File: src/rtl/systolic_operand_feeder_if.sv
`default_nettype none
// ============================================================================
// Module      : systolic_operand_feeder_if
// Description : Bundle between the operand feeder and its neighbours.
//               Carries the ready/valid load port (A rows / B columns), the
//               start/busy/done control, and the skewed operand stream
//               (A_in, B_in, valid_in) that drives the systolic array.
//               Element k of a vector occupies bits [k*DATA_WIDTH +: DATA_WIDTH].
//               Operands are two's-complement and are carried bit-exact.
// Modports    : master - load/control source (drives ld_*, start)
//               slave  - the feeder itself
// Revision    : 1.0 - initial release
// ============================================================================
interface systolic_operand_feeder_if #(
    parameter int DATA_WIDTH = 16,
    parameter int N          = 4
);
    localparam int IDX_W = (N > 1) ? $clog2(N) : 1;

    logic                             ld_valid;
    logic                             ld_ready;
    logic                             ld_sel;
    logic [IDX_W-1:0]                 ld_idx;
    logic [N-1:0][DATA_WIDTH-1:0]     ld_data;
    logic                             start;
    logic                             busy;
    logic                             done;
    logic [N-1:0][DATA_WIDTH-1:0]     A_in;
    logic [N-1:0][DATA_WIDTH-1:0]     B_in;
    logic                             valid_in;

    modport master (
        output ld_valid, ld_sel, ld_idx, ld_data, start,
        input  ld_ready, busy, done, A_in, B_in, valid_in
    );

    modport slave (
        input  ld_valid, ld_sel, ld_idx, ld_data, start,
        output ld_ready, busy, done, A_in, B_in, valid_in
    );
endinterface
`default_nettype wire

File: src/rtl/systolic_operand_feeder.sv
`default_nettype none
// ============================================================================
// Module      : systolic_operand_feeder
// Description : Holds one NxN A matrix (by rows) and one NxN B matrix (by
//               columns). On start it streams 2N-1 diagonally skewed, zero
//               padded beats into a systolic array, waits DRAIN_CYCLES for
//               the array to settle, then pulses done for one cycle.
// Ports       : clk - rising-edge clock
//               rst - asynchronous reset, active low
//               bus - systolic_operand_feeder_if.slave (load port, start/
//                     busy/done, A_in/B_in/valid_in stream)
// Revision    : 1.0 - initial release
// ============================================================================
module systolic_operand_feeder #(
    parameter int DATA_WIDTH   = 16,
    parameter int N            = 4,
    parameter int DRAIN_CYCLES = 4
) (
    input  wire logic                  clk,
    input  wire logic                  rst,
    systolic_operand_feeder_if.slave   bus
);
    localparam int c_last_beat = 2*N - 2;
    localparam int c_t_w       = $clog2(2*N);
    localparam int c_drain_w   = $clog2(DRAIN_CYCLES + 2);

    typedef enum logic [1:0] {
        S_IDLE   = 2'd0,
        S_STREAM = 2'd1,
        S_DRAIN  = 2'd2
    } state_t;

    typedef logic [N-1:0][DATA_WIDTH-1:0] vec_t;

    state_t                 state_q, state_d;
    logic [c_t_w-1:0]       t_q, t_d;
    logic [c_drain_w-1:0]   drain_q, drain_d;
    // a_mem_q[i][k] = A[i][k]; b_mem_q[j][k] = B[k][j]
    vec_t                   a_mem_q [N];
    vec_t                   a_mem_d [N];
    vec_t                   b_mem_q [N];
    vec_t                   b_mem_d [N];
    vec_t                   a_in_q, a_in_d;
    vec_t                   b_in_q, b_in_d;
    logic                   valid_q, valid_d;
    logic                   busy_q, busy_d;
    logic                   done_q, done_d;

    logic [c_t_w-1:0]       beat_idx;
    vec_t                   beat_a;
    vec_t                   beat_b;

    assign bus.ld_ready = (state_q == S_IDLE);
    assign bus.A_in     = a_in_q;
    assign bus.B_in     = b_in_q;
    assign bus.valid_in = valid_q;
    assign bus.busy     = busy_q;
    assign bus.done     = done_q;

    // Storage writes only in IDLE. The beat launched at the same edge reads
    // a_mem_q/b_mem_q, so a load coincident with start affects beats >= 1.
    always_comb begin
        for (int r = 0; r < N; r++) begin
            a_mem_d[r] = a_mem_q[r];
            b_mem_d[r] = b_mem_q[r];
        end
        if (state_q == S_IDLE && bus.ld_valid) begin
            if (!bus.ld_sel) begin
                a_mem_d[bus.ld_idx] = bus.ld_data;
            end else begin
                b_mem_d[bus.ld_idx] = bus.ld_data;
            end
        end
    end

    // Beat about to be registered: beat 0 when launching from IDLE,
    // otherwise the successor of the beat currently on the outputs.
    // Lane i carries element k of its row/column when i + k == beat.
    always_comb begin
        beat_idx = (state_q == S_IDLE) ? '0 : t_q + 1'b1;
        beat_a   = '0;
        beat_b   = '0;
        for (int i = 0; i < N; i++) begin
            for (int k = 0; k < N; k++) begin
                if (int'(beat_idx) == i + k) begin
                    beat_a[i] = a_mem_q[i][k];
                    beat_b[i] = b_mem_q[i][k];
                end
            end
        end
    end

    always_comb begin
        state_d = state_q;
        t_d     = t_q;
        drain_d = drain_q;
        a_in_d  = '0;
        b_in_d  = '0;
        valid_d = 1'b0;
        busy_d  = busy_q;
        done_d  = 1'b0;
        case (state_q)
            S_IDLE: begin
                busy_d = 1'b0;
                if (bus.start) begin
                    state_d = S_STREAM;
                    t_d     = '0;
                    a_in_d  = beat_a;
                    b_in_d  = beat_b;
                    valid_d = 1'b1;
                    busy_d  = 1'b1;
                end
            end
            S_STREAM: begin
                if (t_q == c_t_w'(c_last_beat)) begin
                    if (DRAIN_CYCLES == 0) begin
                        state_d = S_IDLE;
                        busy_d  = 1'b0;
                        done_d  = 1'b1;
                    end else begin
                        state_d = S_DRAIN;
                        drain_d = c_drain_w'(DRAIN_CYCLES);
                    end
                end else begin
                    t_d     = t_q + 1'b1;
                    a_in_d  = beat_a;
                    b_in_d  = beat_b;
                    valid_d = 1'b1;
                end
            end
            S_DRAIN: begin
                if (drain_q <= c_drain_w'(1)) begin
                    state_d = S_IDLE;
                    busy_d  = 1'b0;
                    done_d  = 1'b1;
                end else begin
                    drain_d = drain_q - 1'b1;
                end
            end
            default: begin
                state_d = S_IDLE;
                busy_d  = 1'b0;
            end
        endcase
    end

    always_ff @(posedge clk or negedge rst) begin
        if (!rst) begin
            state_q <= S_IDLE;
            t_q     <= '0;
            drain_q <= '0;
            for (int r = 0; r < N; r++) begin
                a_mem_q[r] <= '0;
                b_mem_q[r] <= '0;
            end
            a_in_q  <= '0;
            b_in_q  <= '0;
            valid_q <= 1'b0;
            busy_q  <= 1'b0;
            done_q  <= 1'b0;
        end else begin
            state_q <= state_d;
            t_q     <= t_d;
            drain_q <= drain_d;
            for (int r = 0; r < N; r++) begin
                a_mem_q[r] <= a_mem_d[r];
                b_mem_q[r] <= b_mem_d[r];
            end
            a_in_q  <= a_in_d;
            b_in_q  <= b_in_d;
            valid_q <= valid_d;
            busy_q  <= busy_d;
            done_q  <= done_d;
        end
    end
endmodule
`default_nettype wire

File: src/flat_wrapper.sv
// flat-port wrapper written by rule: the top's interface ports become plain ports
module systolic_operand_feeder_flat 
#(
    parameter int DATA_WIDTH   = 16,
    parameter int N            = 4,
    parameter int DRAIN_CYCLES = 4
)
  (clk, rst, bus_ld_valid, bus_ld_sel, bus_ld_idx, bus_ld_data, bus_start, bus_ld_ready, bus_busy, bus_done, bus_A_in, bus_B_in, bus_valid_in);
  systolic_operand_feeder_if #(.DATA_WIDTH(DATA_WIDTH), .N(N)) bus_i ();
  input  wire logic clk;
  input  wire logic rst;
  input wire logic [$bits(bus_i.ld_valid)-1:0] bus_ld_valid;
  input wire logic [$bits(bus_i.ld_sel)-1:0] bus_ld_sel;
  input wire logic [$bits(bus_i.ld_idx)-1:0] bus_ld_idx;
  input wire logic [$bits(bus_i.ld_data)-1:0] bus_ld_data;
  input wire logic [$bits(bus_i.start)-1:0] bus_start;
  output wire logic [$bits(bus_i.ld_ready)-1:0] bus_ld_ready;
  output wire logic [$bits(bus_i.busy)-1:0] bus_busy;
  output wire logic [$bits(bus_i.done)-1:0] bus_done;
  output wire logic [$bits(bus_i.A_in)-1:0] bus_A_in;
  output wire logic [$bits(bus_i.B_in)-1:0] bus_B_in;
  output wire logic [$bits(bus_i.valid_in)-1:0] bus_valid_in;
  assign bus_i.ld_valid = bus_ld_valid;
  assign bus_i.ld_sel = bus_ld_sel;
  assign bus_i.ld_idx = bus_ld_idx;
  assign bus_i.ld_data = bus_ld_data;
  assign bus_i.start = bus_start;
  assign bus_ld_ready = bus_i.ld_ready;
  assign bus_busy = bus_i.busy;
  assign bus_done = bus_i.done;
  assign bus_A_in = bus_i.A_in;
  assign bus_B_in = bus_i.B_in;
  assign bus_valid_in = bus_i.valid_in;
  systolic_operand_feeder #(.DATA_WIDTH(DATA_WIDTH), .N(N), .DRAIN_CYCLES(DRAIN_CYCLES)) u_core (.clk(clk), .rst(rst), .bus(bus_i));
endmodule
File: config.mk
export PLATFORM = sky130hd
export DESIGN_NAME = systolic_operand_feeder_flat
export DESIGN_NICKNAME = d
export VERILOG_FILES = /design/src/rtl/systolic_operand_feeder_if.sv /design/src/rtl/systolic_operand_feeder.sv /design/src/flat_wrapper.sv
export SDC_FILE = /design/constraint.sdc
export NUM_CORES = 1
export LEC_CHECK = 0
export CORE_MARGIN = 2
export CORE_UTILIZATION = 33
export DETAILED_ROUTE_END_ITERATION = 7
export SLEW_MARGIN = 10
export SYNTH_ARGS = -nofsm -noshare
export SYNTH_HDL_FRONTEND = slang
export SYNTH_SLANG_ARGS = --single-unit
File: constraint.sdc
create_clock -name clk -period 2.33 [get_ports clk]
set_clock_uncertainty 0.2 [all_clocks]
set_input_delay 0.233 -clock clk [delete_from_list [all_inputs] [get_ports clk]]
set_output_delay 0.233 -clock clk [all_outputs]
set_load 0.005 [all_outputs]
### Yosys cells after proc, flatten, opt, wreduce, memory -nomap -nowiden

Cells that the tools add are included.

| storage, ports and cells | value |
|---|---|
| flip-flop bits (word level) | 651 |
| bits of input ports | 71 |
| output and inout port bits | 132 |
| logic and storage cells | 140 |

| operators by class | value |
|---|---|
| add/subtract/negate cells | 2 |
| magnitude comparators | 3 |
| equality and inequality tests | 14 |
| muxes and demuxes | 60 |
| bitwise gates (word level) | 3 |
| reductions and logical operators | 12 |

Operators with widths:

| cell | count |
|---|---|
| $bwmux 256 | 2 |
| $mux 16 | 32 |
| $mux 64 | 5 |
| $pmux 64 s2 | 2 |
| $demux 64 s2 | 1 |
| $eq 3x3->1 const B | 5 |
| $mux 3 | 5 |
| $pmux 3 s2 | 2 |
| $reduce_and 3->1 | 3 |
| $eq 3x2->1 const B | 2 |
| $mux 2 | 3 |
| $ne 2x2->1 const B | 3 |
| $pmux 2 s3 | 1 |
| $reduce_and 2->1 | 3 |
| $mux 1 | 5 |
| $ne 2x1->1 const B | 2 |
| $reduce_bool 2->1 | 2 |
| $add 3x1->3 const B | 1 |
| $ge 3x3->1 const B | 1 |
| $le 3x1->1 const B | 1 |
| $logic_not 3->1 | 1 |
| $lt 3x1->1 const B | 1 |
| $not 2->3 | 1 |
| $pmux 1 s3 | 1 |
| 7 further kinds | 9 |

### Logic depth before layout (Yosys ltp)

| depth | value |
|---|---|
| word-level depth | 9 |
| mapped depth | 10 |
| mapped depth without buffers | 6 |

### Worst setup path after synthesis

Ideal clock, no wire load.

| timing | value |
|---|---|
| kind | flip-flop to flip-flop |
| start | register u_core.t_q[0] |
| end | register u_core.b_in_q (netlist bit u_core.bus.B_in[12]) |
| setup time | 72 ps |
| arrival time | 2,161 ps |
| data required time | 2,058 ps |
| path slack | -103 ps |
| stages on the path, launching flop included | 9 |
| buffers on the path | 2 |
| period minus slack after synthesis | 2,433 ps |
| cell sequence | dfrtp_1 -> inv_1 -> ha_1 -> buf_2 -> or3b_2 -> o32ai_4 -> clkbuf_1 -> a221oi_1 -> nor2_1 |

RTL lines:

| element | RTL line | RTL |
|---|---|---|
| start: declaration | systolic_operand_feeder.sv:36 | `logic [c_t_w-1:0] t_q, t_d;` |
| start signal: assignment | systolic_operand_feeder.sv:163 | `t_q <= t_d;` |
| end signal: assignment | systolic_operand_feeder.sv:170 | `b_in_q <= b_in_d;` |
| end: declaration | systolic_operand_feeder.sv:44 | `vec_t b_in_q, b_in_d;` |

==> results.md <==
- Fin. max-slew vios: 0
- Core area: 0.0804 mm^2
- Register area share after synthesis: around 60%
- Area of placed instances: 0.0317 mm^2
- Initial Utilization: 33.3%
- Fin crit share: 101%
- Final core utilization: 43.1%
- Commonest non-fill, non-tap cell in the layout: dfrtp_1
- Cts bufs inserted: 68
- Clock H-tree levels: 3
- Clock sink count: approximately 650
- CP max stage cell: or3b_4
- Setup WS pre-CTS: -169 ps
- Area of the multi-input gates: 0.0102 mm^2
- IO Pins: 203
- Setup repair after global routing missed its margin: yes
- Crit path cell chain: inv_2 -> ha_4 -> buf_6 -> or3b_4 -> o32ai_4 -> buf_12 -> o2bb2ai_1 -> a32o_1
- Syn Area/Cell: between 10 and 15 um^2
- Largest net degree at the start of global routing: 80
- Cell area after synthesis: 0.0268 mm^2
- Slew headroom: a little over half
- Worst-margin pin slew: 716 ps
- Routability cong.: around 0.82
- Setup Crit Path Kind: register to register
- Minimum clock period: between 2000 and 2500 ps
- First-pass GRT wire length: 123 mm
- WHS: about 90 ps
- CTS tree: yes
- Average wire per standard cell: roughly 25 um
- CP Data Arrival Time: 2680 ps
- Critical Path RT: 2650 ps
- Routed WL: 83.6 mm
- Startpoint Class: register
- Peak supply drop: 0.733 mV
- Tot GR Track Use: 19.8%
- ANT nets after route: 0
- Clock Latency Late Sink: 600 ps
- Final hold violations: 0
- Die height: 289 um
- Crit path max fanout: 16
- TNS Setup: -44.8 ps
- Hold Path Class: input pin to async pin
- Fin worst setup slack: -25.5 ps
- Fraction of layout instances using a drive strength above 1: between 40% and 50%
- Post-route design area: 0.0347 mm^2
- Flop and latch count out of synthesis: approximately 650
- Most frequent cells in the layout: dfrtp_1, mux2_2, clkdlybuf4s50_1
- Static Leak: 14.9 nW
- CP Capture Type: register
- Reg2Reg Depth: 8
- Site Rows: ~100
- DR pass1 iterations: 5
- Deepest clock path buffer count: 3
- Overall Power: about 49 mW
- Final setup vio count: 3
- CP bufs+invs: 3
- Number of flops mapped to enable cells by yosys: 0
- Area growth syn-to-layout: 29.4%
- DP Wirelength: 55.0 mm
- Die ar.: ~0.084 mm^2
- FILL cells: 7189
- Violated checks: setup timing
- Antenna violations before repair: 5
- Buffers on Ports: 202
- Final std cells w/o fill: between 3000 and 4000
- Clk pin slew, worst setup/hold paths: about 60 ps
- Die Width: 289 um
- F_max: 0.425 GHz
- Number of max-cap violations: 0
- Distinct cells, synth: 49
- P per Cell Area: 1410 mW/mm^2
- Vias per Instance: 5.28
- Synth warnings: 0
- Status: finished, violations left
- CP peak stage delay: roughly 420 ps
- Syn_nets: around 2000
- DRC: 0
- Placed Instances: 3169
- Nets@finish: 2281
- Total number of vias: between 15000 and 20000
- Root Driver: clkbuf_16
- Cell count after synthesis: 1871
- R2r startpoint: u_core.state_q[0]$_DFFE_PN0P_
- Reg2reg end: u_core.bus.A_in[16]$_DFF_PN0_
- Top_reg_cell synth: dfrtp_1
- Register area: around 0.016 mm^2
- First DRT Iteration DRCs: 1136
- Post-synth ARST share: 100%
- Largest delay share family, worst path: compound AO/OA/AOI/OAI gates
- R2R Setup Slk: -30 ps
- Vias in the first global route: 18700
- Antenna diodes: 0
- Grt ovf: 0
cells in the mapped netlist (all sizes together) (2+ instances only):
cell type	n	area share, %
a21oi	66	1.2
o211ai	2	0.056
mux2	545	23
a22o	33	1.1
a31oi	4	0.093
nand3	4	0.075
nor4	2	0.13
ha	8	0.37
inv	13	0.18
nand2b	34	0.79
clkbuf	51	0.71
a221oi	32	1.0
o2bb2ai	32	1.0
nand2	14	0.20
nor2	69	0.97
o31ai	2	0.056
a32o	32	1.2
o21ai	72	1.3
dfrtp	651	61
and3	2	0.047
a32oi	32	1.0
nor3	5	0.15
o221a	32	1.3
buf	84	1.6
a21o	32	0.90
flip-flops by register name (all words and copies together), names as in the netlist:
signal               cells
u_core.b_mem_q         256
u_core.bus.A_in         64
u_core.state_q           2
u_core.t_q               3
u_core.bus.B_in         64
u_core.bus.busy          1
u_core.drain_q           3
u_core.a_mem_q         256
u_core.bus.valid_in      1
u_core.bus.done          1
worst register-to-register path, stage by stage, from the launching register on:
cell and delay [ps]:
dfrtp_1 380, inv_2 70, ha_4 180, buf_6 130, or3b_4 430, o32ai_4 260
buf_12 230, o2bb2ai_1 190, a32o_1 210
report_power, final:
group | internal (mW) | leakage, nW | switching (mW)
Clock | 6.69 | 1.14 | 4.51
Combinational | 9.89 | 5.64 | 8.42
Sequential | 16.5 | 8.12 | 2.87
Total | 33.1 | 14.9 | 15.8
kinds of logic after synthesis:
logic type      share of synthesized area (%)
mux                                      22.9
simple gates                             2.58
xor+xnor                                0.121
fa+ha+maj                               0.373
compound gates                           10.7
flops                                    60.8
buf+inv                                  2.49
how the worst max path moves through the flow:
stage / depth (start not counted) / from / to / slack, ps
floorplan: 9 / u_core.t_q[0]$_DFFE_PN0P_ / u_core.bus.A_in[16]$_DFF_PN0_ / -30
global placement: 7 / u_core.state_q[0]$_DFFE_PN0P_ / u_core.bus.B_in[11]$_DFF_PN0_ / -150
detailed placement: 7 / u_core.state_q[0]$_DFFE_PN0P_ / u_core.bus.B_in[11]$_DFF_PN0_ / -170
CTS: 8 / u_core.t_q[1]$_DFFE_PN0P_ / u_core.bus.A_in[12]$_DFF_PN0_ / -10
global route: 8 / u_core.t_q[0]$_DFFE_PN0P_ / u_core.bus.A_in[30]$_DFF_PN0_ / -70
finish: 8 / u_core.state_q[0]$_DFFE_PN0P_ / u_core.bus.A_in[16]$_DFF_PN0_ / -30
timing repair:
item	CTS	global route
endpoints found under the hold margin	648	0
pin swaps	6	41
cloned	5	6
hold buffers	2	0
setup endpoints to repair	184	199
buffers inserted	11	5
gates resized for setup	23	65
layer usage:
layer | vias up | track usage (%) | part of all wire (%)
met1 | 9324 | 26.2 | 43
li1 | 7583 | - | -
met5 | - | 0 | 0.061
met3 | 141 | 3.46 | 4.5
met4 | 8 | 6.31 | 3.1
met2 | 441 | 33.1 | 49
area by class of cell:
cell class	count	share of cell area, %
Sequential cell	651	47.0
Clock buffer	97	5.81
Clock inverter	24	0.826
Tap cell	1060	3.82
Multi-Input combinational cell	1072	29.5
Inverter	13	0.141
Timing Repair Buffer	396	12.9
(Power assumes the default switching activity.)
